`src/rtl/traffic_light_monitor.sv`:
```
// Passive protocol checker for a red/green/yellow traffic light controller.
// Tracks phase and dwell, flags encoding, sequence and timing violations.
module traffic_light_monitor #(
  parameter int RED_MIN    = 3,
  parameter int RED_MAX    = 20,
  parameter int GREEN_MIN  = 3,
  parameter int GREEN_MAX  = 20,
  parameter int YELLOW_MIN = 1,
  parameter int YELLOW_MAX = 5,
  parameter int CNT_W      = 8
) (
  input  logic             clk,
  input  logic             rst,
  input  logic             red,
  input  logic             yellow,
  input  logic             green,
  output logic [1:0]       phase,
  output logic [CNT_W-1:0] dwell,
  output logic [15:0]      cycles_done,
  output logic             err_onehot,
  output logic             err_seq,
  output logic             err_short,
  output logic             err_long,
  output logic             err_sticky,
  output logic [2:0]       err_code
);

  typedef enum logic [1:0] {
    SYNC   = 2'd0,
    RED    = 2'd1,
    GREEN  = 2'd2,
    YELLOW = 2'd3
  } phase_t;

  localparam logic [CNT_W-1:0] SAT = '1;

  phase_t           state, pat, succ, nxt_state;
  logic             valid, multi, first, nxt_first, inc_cyc;
  logic             e_onehot, e_seq, e_short, e_long, e_any;
  logic [CNT_W-1:0] cur_min, cur_max, dwell_inc, nxt_dwell;

  assign phase = state;
  assign valid = (red ^ yellow ^ green) & ~(red & yellow & green);
  assign multi = (red & yellow) | (red & green) | (yellow & green);
  assign dwell_inc = (dwell == SAT) ? dwell : dwell + 1'b1;
  assign e_any = e_onehot | e_seq | e_short | e_long;

  always_comb begin
    pat = red ? RED : (green ? GREEN : YELLOW);
    succ = SYNC;
    cur_min = '0;
    cur_max = '0;
    unique case (state)
      RED: begin
        succ = GREEN;
        cur_min = CNT_W'(RED_MIN);
        cur_max = CNT_W'(RED_MAX);
      end
      GREEN: begin
        succ = YELLOW;
        cur_min = CNT_W'(GREEN_MIN);
        cur_max = CNT_W'(GREEN_MAX);
      end
      YELLOW: begin
        succ = RED;
        cur_min = CNT_W'(YELLOW_MIN);
        cur_max = CNT_W'(YELLOW_MAX);
      end
      default: ;
    endcase
  end

  always_comb begin
    nxt_state = state;
    nxt_dwell = dwell;
    nxt_first = first;
    inc_cyc = 1'b0;
    e_onehot = 1'b0;
    e_seq = 1'b0;
    e_short = 1'b0;
    e_long = 1'b0;
    priority case (1'b1)
      state == SYNC: begin
        if (valid) begin
          nxt_state = pat;
          nxt_dwell = CNT_W'(1);
          nxt_first = 1'b1;
        end else if (multi) begin
          e_onehot = 1'b1;
        end
      end
      !valid: begin
        e_onehot = 1'b1;
        nxt_state = SYNC;
        nxt_dwell = '0;
      end
      pat == state: begin
        nxt_dwell = dwell_inc;
        e_long = (dwell_inc == cur_max + 1'b1);
      end
      pat == succ: begin
        // The first partial phase after sync or a jump has no MIN check.
        e_short = !first && (dwell < cur_min);
        inc_cyc = (pat == RED);
        nxt_state = pat;
        nxt_dwell = CNT_W'(1);
        nxt_first = 1'b0;
      end
      default: begin
        e_seq = 1'b1;
        nxt_state = pat;
        nxt_dwell = CNT_W'(1);
        nxt_first = 1'b1;
      end
    endcase
  end

  always_ff @(posedge clk) begin
    if (rst) begin
      state <= SYNC;
      dwell <= '0;
      first <= 1'b1;
      cycles_done <= '0;
      err_onehot <= 1'b0;
      err_seq <= 1'b0;
      err_short <= 1'b0;
      err_long <= 1'b0;
      err_sticky <= 1'b0;
      err_code <= 3'd0;
    end else begin
      state <= nxt_state;
      dwell <= nxt_dwell;
      first <= nxt_first;
      if (inc_cyc) cycles_done <= cycles_done + 16'd1;
      err_onehot <= e_onehot;
      err_seq <= e_seq;
      err_short <= e_short;
      err_long <= e_long;
      if (e_any) err_sticky <= 1'b1;
      if (e_any && err_code == 3'd0) begin
        err_code <= e_onehot ? 3'd1 :
                    e_seq    ? 3'd2 :
                    e_short  ? 3'd3 : 3'd4;
      end
    end
  end

endmodule

```
`config.mk`:
```
export PLATFORM = sky130hd
export DESIGN_NAME = traffic_light_monitor
export DESIGN_NICKNAME = d
export VERILOG_FILES = /design/src/rtl/traffic_light_monitor.sv
export SDC_FILE = /design/constraint.sdc
export NUM_CORES = 1
export LEC_CHECK = 0
export CAP_MARGIN = 5
export CORE_AREA = 8 8 85 87
export CTS_CLUSTER_SIZE = 8
export DETAILED_ROUTE_END_ITERATION = 12
export DIE_AREA = 0 0 93 95
export SETUP_SLACK_MARGIN = 0.15
export SLEW_MARGIN = 20
export SYNTH_ARGS = -nofsm -noshare
export SYNTH_HDL_FRONTEND = slang
export SYNTH_SLANG_ARGS = --single-unit
```
`constraint.sdc`:
```
create_clock -name clk -period 3.85 [get_ports clk]
set_input_delay 0.5775 -clock clk [delete_from_list [all_inputs] [get_ports clk]]
set_output_delay 0.5775 -clock clk [all_outputs]
set_load 0.03 [all_outputs]
```
* After elaboration in Yosys (flattened, before gate mapping)
Index checks and enable logic that the tools add are counted.
Storage, ports and cells: register bits 35, latch bits 0, bits in writable memories 0, bits in read-only memories 0, input port bits 5, output and inout bits 34, word-level logic and storage cells 86, memories 0
Cells by class: add/sub/neg operators 3, multiply operators 0, div/mod/pow operators 0, magnitude comparators 1, eq/ne operators 11, shift operators 0, muxes and demuxes 40, bitwise operators 13, reduce and logical (&&, ||, !) cells 8
Operators by type and width (number):
- $mux W8 | 5
- $mux W1 | 24
- $add A16 B1 Y16 const B | 1
- $add A8 B1 Y8 const B | 2
- $mux W2 | 5
- $pmux W5 S2 | 1
- $mux W3 | 3
- $eq A8 B8 Y1 | 1
- $eq A8 B8 Y1 const B | 1
- $lt A8 B8 Y1 | 1
- $pmux W2 S3 | 1
- $and A1 B1 Y1 | 5
- $or A1 B1 Y1 | 5
- $eq A2 B1 Y1 const B | 2
- $eq A2 B2 Y1 | 2
- $eq A2 B2 Y1 const B | 2
- $ne A2 B2 Y1 const B | 2
- $pmux W2 S2 | 1
- $reduce_and A2 Y1 | 2
- $logic_not A3 Y1 | 1
- $ne A3 B3 Y1 const B | 1
- $logic_and A1 B1 Y1 | 2
- $logic_not A2 Y1 | 1
- $reduce_or A2 Y1 | 1
- other kinds (3) | 4

* Logic depth before layout (Yosys ltp)
Gate-level depths: netlist of run 1.
word-level depth 12, depth in mapped cells 9

* Least setup slack after synthesis of run 1
OpenSTA, ideal clock, no wires.
path type input to register, from input port red, to register cycles_done[14], arrival time 2.908 ns, required time 3.780 ns, path slack 0.872 ns, stages 7, path buffers 1, cell sequence fa_1 > a21boi_0 > nand2b_1 > or4_1 > buf_2 > or4_1 > a21oi_1
On the way: cells in the longest elaborated chain, start to end 6, elaborated cells on any way between the ends 14, those cells by class eq/ne: 3; mux: 5; bitwise: 6
RTL lines:
- start: declaration | RTL line 14 | input logic red,
- $mux W2 / $and A1 B1 Y1 (equally long branches) | RTL line 49, 43
- $eq A2 B1 Y1, or another cell as far along | RTL line 104 | inc_cyc = (pat == RED);
- $mux W1 / $not A1 Y1 (equally long branches) | RTL line 82, 43
- $mux W1 / $and A1 B1 Y1 (equally long branches) | RTL line 82, 43
- $mux W1 * (2 in series) | RTL line 82 | priority case (1'b1)
- end signal: assignment | RTL line 134 | if (inc_cyc) cycles_done <= cycles_done + 16'd1;
- end: declaration | RTL line 19 | output logic [15:0] cycles_done,
Every way passes the cells marked *; elsewhere a longest branch is shown, timed or not. A chain may end at the register's enable or synchronous reset.

* Worst setup path in the final report of run 1
from input port green, to register cycles_done[14]
On the way: cells in the longest elaborated chain, start to end 7, elaborated cells on any way between the ends 13, those cells by class eq/ne: 3; mux: 6; bitwise: 4
RTL lines:
- start: declaration | RTL line 16 | input logic green,
- $mux W1 | RTL line 49 | pat = red ? RED : (green ? GREEN : YELLOW);
- $mux W2 | RTL line 49
- $eq A2 B1 Y1 / $eq A2 B2 Y1 (equally long branches) | RTL line 104, 101
- $mux W1 (2 in series) | RTL line 82
- $mux W1 * (2 in series) | RTL line 82
Marked as above.

==> reports/results.ini, run 1 <==
[finish]
area_delta_synth_final_pct = 29.0
num_antenna_cells = 0
drive_above_1_share = 0.0707
num-nets-final = 295

[worst_setup_path]
r2r_cells = 7
r2r_start = phase[0]
cpPeakStageDelay_ns = 0.67
path_max_fanout = 10
arrival_ns = 3.41
crit_path_frequent_cell = or4_1
crit_path_start_kind = input port
r2r-end = cycles_done[14]
reg2reg_slack_ns = 1.22
endpoint_kind = flip-flop
criticalPathCategory = input port to flip-flop
required_ns = 4.08
cp_slowest_cell = or4_1
path_cells = clkdlybuf4s50_1 -> fa_1 -> a21boi_0 -> nand2b_1 -> or4_1 -> or4_1 -> a21oi_1

[route]
firstDrtPassIters = 4
viasPerCell = 5.29
finalWirelength_um = 5020
first_iter_violations = 160
detail-route-antenna-nets = 0
vias = 1895
drt_drc_violations_left = 0
wl_per_cell_um = 14.0

[clock_network]
clock_latency_ns = 0.29
cts-hold-fix-buffers = 0
cts_sinks = 35
clockRootBuffer = clkbuf_8
cts_resized = 0
clk_path_buf_depth = 2
cts.htree.levels = 2
cts_tree = done
cts_made_buffers = 5
clk_pin_slew_ns = 0.08
post-cts-setup-buffer-count = 0

[min_path]
min_from = err_code[1]
hold_path_class = flip-flop to flip-flop
min_path_cells = 2
whs_endpoint = err_code[1]

[die]
initial_core_util = 0.340
ios = 39
coreArea_um2 = 5820
floorplan.rows = 28
fp.dieW_um = 93
die_h_um = 95
design.die.area_um2 = 8840

[sta]
tns_ns = 0
rsz0062_at_grt = false
finalSetupViolCount = 0
clock.fmax_mhz = 314
slew_violations = 0
worst_pin_slew_ns = 0.618
maxSlewHeadroom = 0.587
fin_worst_skew_ns = 0.00650
period_share = 0.827
finalHoldViolCount = 0
timing.final.crit_period_ns = 3.18

[logic_synthesis]
netlist_instances = 246
ys_ff_latch = 35
yosysUniqueCellTypes = 48
synth_edf_count = 0
yosysWarnings = 0
syn_area_per_cell_um2 = 8.03
seq_area_frac_synth = 0.355
synth-main-ff-cell = dfxtp_1
async_flop_share = 0
syn_nets = 259
netlist_area_um2 = 1970

[pwr]
leakagePower_nw = 0.845
fin_total_pwr_mw = 0.886
cellPowerDensity_nw_per_um2 = 348
ir_drop_mv = 0.186

[placed_design]
dp_hpwl_um = 3550
port_buffers = 38
routabilityCongestion = 0.863

[status]
status = finished clean

[global_route]
antenna_found_initial = 0
grt_first_pass_wirelength_um = 8770
first_global_vias = 1848
grt_max_degree = 36
grtUsageTotal = 0.120
grt_overflow = 0

[job]
cap_violations = 0

## state kept, by name, summed over array words and instances (netlist names)
register and flops:
first 1, dwell 8, err_onehot 1, err_sticky 1, err_long 1, err_code 3, cycles_done 16, err_seq 1
phase 2, err_short 1
## stage by stage
stage               instance area, µm²  hold slack (ns)  setup slack (ns)   util  std cells
floorplan                         1970            0.446             0.872      -        246
global placement                  2430            0.455             0.425  0.418        350
detailed placement                2430            0.456             0.370  0.418        350
CTS                               2550            0.470             0.686  0.438        358
global route                      2550            0.497             0.558  0.438        358
finish                            2550            0.465             0.666  0.438        358
## how the worst max path moves through the flow
stage | startpoint | endpoint | slack [ns]
2_1_floorplan | red | cycles_done[14] | 0.87
3_3_place_gp | green | cycles_done[14] | 0.42
5_1_grt | green | cycles_done[14] | 0.56
6_report | green | cycles_done[14] | 0.67
4_1_cts | green | cycles_done[14] | 0.69
3_5_place_dp | green | cycles_done[14] | 0.37
## per-layer routing
metal / wire, µm / track usage / vias up / share of wire
met2: 2290 / 0.190 / 37 / 0.46
met5: 0 / 0 / - / 0
met1: 2410 / 0.149 / 874 / 0.48
met3: 242 / 0.0357 / 7 / 0.048
met4: 82 / 0.0510 / 0 / 0.016
li1: - / - / 977 / -
## cell usage after synthesis (2+ instances only)
cell / count / area (µm²)
inv_1: 10 / 37.5
nand2_1: 9 / 33.8
nor3_1: 11 / 55.1
xor2_1: 2 / 17.5
xnor2_1: 7 / 61.3
or4_1: 3 / 22.5
nand4_1: 8 / 50.1
dfxtp_1: 35 / 701
and2_1: 3 / 18.8
nor4bb_1: 2 / 20.0
nor3b_1: 3 / 22.5
nor2_1: 21 / 78.8
nand2b_1: 3 / 18.8
nand3_1: 12 / 60.1
a31oi_1: 2 / 12.5
a21oi_1: 21 / 105
o21ai_0: 14 / 70.1
nor2b_1: 4 / 25.0
buf_2: 3 / 15.0
o31ai_1: 2 / 15.0
and4_1: 4 / 35.0
mux2i_1: 2 / 20.0
nor4_1: 7 / 43.8
clkbuf_1: 10 / 37.5
nand3b_1: 4 / 30.0
ha_1: 7 / 87.6
or3_1: 10 / 62.6
buf_1: 2 / 7.51
o22ai_1: 4 / 25.0
and3_1: 3 / 18.8
## cell usage in the layout (no fill, tap or decap), types with 2 or more instances in the layout
cell and instances:
nor4_1 7, o22ai_1 4, clkbuf_8 5, o31ai_1 2, xnor2_1 7, nand4_1 8, ha_1 7, and2_1 3
inv_1 10, xor2_1 2, a21oi_1 21, a31oi_1 2, nand2_1 9, or3_1 10, nor2b_1 4, nand3b_1 4
and3_1 3, dfxtp_1 35, or4_1 3, o21ai_0 14, buf_4 6, nand2b_1 3, nand3_1 12, clkdlybuf4s50_1 38
nor4bb_1 2, mux2i_1 2, and4_1 4, nor3b_1 3, nor3_1 11, nor2_1 21
## cells by family (layout without fill, tap and decap cells)
group | count (synthesis) | in the layout | share of synthesized area
and+or+nand+nor | 111 | 111 | 0.318
AOI/OAI and AO/OA | 55 | 55 | 0.167
DFF | 35 | 35 | 0.355
buffers and inverters | 25 | 62 | 0.0494
xor gates and xnor gates | 9 | 9 | 0.0399
adders and majority gates | 8 | 8 | 0.0545
muxes | 3 | 3 | 0.0158
## critical path, delay by kind of cell
family / cells / cell delay [ns]
and+or+nand+nor: 3 / 1.33
buffers and inverters: 1 / 0.54
adders and majority gates: 1 / 0.54
AOI/OAI and AO/OA: 2 / 0.42
## final cells by class
| class | count | area [µm²] |
|---|---|---|
| Clock buffer | 5 | 68.8 |
| Clock inverter | 3 | 43.8 |
| Fill cell | 610 | 3270 |
| Inverter | 10 | 37.5 |
| Multi-Input combinational cell | 186 | 1180 |
| Sequential cell | 35 | 701 |
| Tap cell | 75 | 93.8 |
| Timing Repair Buffer | 44 | 425 |
## report_power, final
group | switching, mW | total [mW] | leakage, nW | internal [mW]
combinational | 0.0969 | 0.166 | 0.503 | 0.0690
clock | 0.143 | 0.336 | 0.0581 | 0.193
sequential | 0.0117 | 0.383 | 0.284 | 0.372
Note: power is estimated with default switching activity, not from simulation.
==> run 2: changes to the inputs <==
clock period = 2.8 ns   (was 3.85 ns; I/O delays follow)
==> run 2 against run 1 <==
  * Sequential power rose by 38%
  * Sequential share of layout area down 0.57 points
  * Wire length increased by 0.88%
  * Hold slack got worse by 0.0011 ns
  * Critical endpoint unchanged
  * Largest cell class unchanged
==> reports/results.ini, run 2 (same netlist as run 1, synthesis figures left out) <==
[finish]
top_register = cycles_done  ; unchanged
design_area_um2 = 2600  ; was 2550 µm²
drive_above_1_share = 0.110  ; was 0.0707
num_antenna_cells = 0  ; unchanged
reg_top3 = cycles_done x16, dwell x8, err_code x3  ; unchanged
num-nets-final = 304  ; was 295
fill_cells = 614  ; was 610
largest_reg_flops = 16  ; unchanged
area_delta_synth_final_pct = 31.7  ; was 29.0%
final_cell_mix = dfxtp_1 (35), clkdlybuf4s50_1 (35), nor2_1 (21), a21oi_1 (19), buf_4 (15)  ; was clkdlybuf4s50_1 (38), dfxtp_1 (35), nor2_1 (21), a21oi_1 (21), o21ai_0 (14)

[global_route]
antenna_found_initial = 0  ; unchanged
grt_max_degree = 35  ; was 36
grtUsageTotal = 0.120  ; about the same
first_global_vias = 1810  ; was 1848
grt_overflow = 0  ; unchanged
grt_first_pass_wirelength_um = 8650  ; was 8770 µm

[sta]
rsz0062_at_grt = false  ; unchanged
fin_worst_skew_ns = 0.00553  ; was 0.00650 ns
worst_pin_slew_ns = 0.426  ; was 0.618 ns
maxSlewHeadroom = 0.715  ; was 0.587
period_share = 0.895
clock.fmax_mhz = 399
setup_slack_ns = 0.295  ; was 0.666 ns
timing.final.crit_period_ns = 2.50
finalSetupViolCount = 0  ; unchanged
slew_violations = 0  ; unchanged
finalHoldViolCount = 0  ; unchanged

[route]
firstDrtPassIters = 4  ; unchanged
vias = 1918  ; was 1895
first_iter_violations = 150  ; was 160
wl_per_cell_um = 13.9  ; was 14.0 µm
detail-route-antenna-nets = 0  ; unchanged
drt_drc_violations_left = 0  ; unchanged
viasPerCell = 5.25  ; was 5.29
finalWirelength_um = 5070  ; was 5020 µm

[pwr]
p_sw_mw = 0.329  ; was 0.252 mW
swShare = 0.297  ; was 0.285
combPwrFrac = 0.215  ; was 0.187
ir_drop_mv = 0.187  ; was 0.186 mV
p_seq_frac = 0.476  ; was 0.433
fin_total_pwr_mw = 1.11  ; was 0.886 mW
cellPowerDensity_nw_per_um2 = 426  ; was 348 nW/µm²
pwr-share-clk = 0.309  ; was 0.380
leakagePower_nw = 0.888  ; was 0.845 nW
p_int_mw = 0.780  ; was 0.633 mW

[worst_setup_path]
path_cells = dlygate4sd2_1 -> fa_1 -> a21boi_2 -> nand2b_1 -> or4_4 -> or4_4 -> a21oi_2  ; was clkdlybuf4s50_1 -> fa_1 -> a21boi_0 -> nand2b_1 -> or4_1 -> or4_1 -> a21oi_1
required_ns = 3.03  ; was 4.08 ns
arrival_ns = 2.73  ; was 3.41 ns
endpoint_kind = flip-flop  ; unchanged
cp_slowest_cell = or4_4  ; was or4_1
crit_path_frequent_cell = or4_4  ; was or4_1
path_max_fanout = 5  ; was 10
cpPeakStageDelay_ns = 0.57  ; was 0.67 ns
criticalPathCategory = input port to flip-flop  ; unchanged
crit_path_start_kind = input port  ; unchanged

[clock_network]
cts_sinks = 35  ; unchanged
cts-hold-fix-buffers = 0  ; unchanged
post-cts-setup-buffer-count = 0  ; unchanged
clk_path_buf_depth = 2  ; unchanged
cts_made_buffers = 5  ; unchanged
cts.htree.levels = 2  ; unchanged
clk_pin_slew_ns = 0.07  ; was 0.08 ns
clock_latency_ns = 0.29  ; about the same
clockRootBuffer = clkbuf_8  ; unchanged
cts_tree = done  ; unchanged

[die]
die_h_um = 95  ; unchanged
initial_core_util = 0.340  ; unchanged
design.die.area_um2 = 8840  ; unchanged
floorplan.rows = 28  ; unchanged
ios = 39  ; unchanged
coreArea_um2 = 5820  ; unchanged
fp.dieW_um = 93  ; unchanged

[placed_design]
port_buffers = 38  ; unchanged
routabilityCongestion = 0.846  ; was 0.863
dp_slack_ns = -0.218  ; was 0.370 ns
dp_hpwl_um = 3640  ; was 3550 µm
dpl_cell_area_um2 = 2500  ; was 2430 µm²

[status]
status = finished clean  ; unchanged

[job]
cap_violations = 0  ; unchanged

[min_path]
hold_path_class = flip-flop to flip-flop  ; unchanged

run 2: cell count changes in the layout (fill, tap and decap cells not counted), sizes merged:
cell | before | now
buf | 6 | 15
bufinv | 1 | 0
clkdlybuf4s50 | 38 | 35
clkinv | 2 | 0
clkinvlp | 0 | 1
dlygate4sd2 | 0 | 1
dlymetal6s2s | 0 | 2
run 2: power by group through the flow:
stage / registers, mW / clock network [mW] / logic (mW)
CTS: 0.527 / 0.355 / 0.240
global route: 0.531 / 0.374 / 0.264
finish: 0.528 / 0.343 / 0.238
global placement: 0.539 / 0 / 0.237
detailed placement: 0.539 / 0 / 0.239
floorplan: 0.558 / 0 / 0.133
run 2: stage by stage:
| step | std cells | setup TNS [ns] | util | hold WS [ns] |
|---|---|---|---|---|
| final | 365 | 0 | 0.447 | 0.464 |
| after global routing | 365 | 0 | 0.447 | 0.485 |
| after CTS | 365 | 0 | 0.444 | 0.467 |
| after detailed placement | 359 | -0.994 | 0.431 | 0.452 |
| after global placement | 359 | -0.808 | 0.431 | 0.453 |
| after floorplan | 246 | 0 | - | 0.446 |
run 2: metal layers:
layer,wire (µm),share of wire,GRT usage,vias up
met5,0,0,0,-
met4,85,0.017,0.0483,0
met3,296,0.058,0.0365,7
met2,2250,0.44,0.188,43
met1,2440,0.48,0.149,881
li1,-,-,-,987
run 2: area by class of cell:
class | count | area (µm²) | area share
clock buffers | 5 | 68.8 | 0.0265
clock inverters | 1 | 7.51 | 0.00289
inverters | 10 | 37.5 | 0.0144
multi-input cells | 186 | 1190 | 0.460
flip-flops and latches | 35 | 701 | 0.269
well taps | 75 | 93.8 | 0.0361
repair buffers | 53 | 497 | 0.191
run 2: worst paths after layout:
| path | startpoint | end | slack (ns) | cells after the start |
|---|---|---|---|---|
| max reg2reg | phase[0] | cycles_done[14] | 0.40 | 7 |
| min | err_code[1] | err_code[1] | 0.46 | 2 |
| max | red | cycles_done[14] | 0.30 | 7 |
| min reg2reg | err_code[1] | err_code[1] | 0.46 | 2 |
run 2: timing repair:
item | 4_1_cts | 5_1_grt
setup endpoints to repair | 4 | 5
pin swaps | 0 | 1
gates resized for setup | 2 | 5
run 2: worst max-delay path: cells and delay by family:
kind | cells | cell delay [ns]
compound gates | 2 | 0.32
simple gates | 3 | 1.19
buf+inv | 1 | 0.26
fa+ha+maj | 1 | 0.54
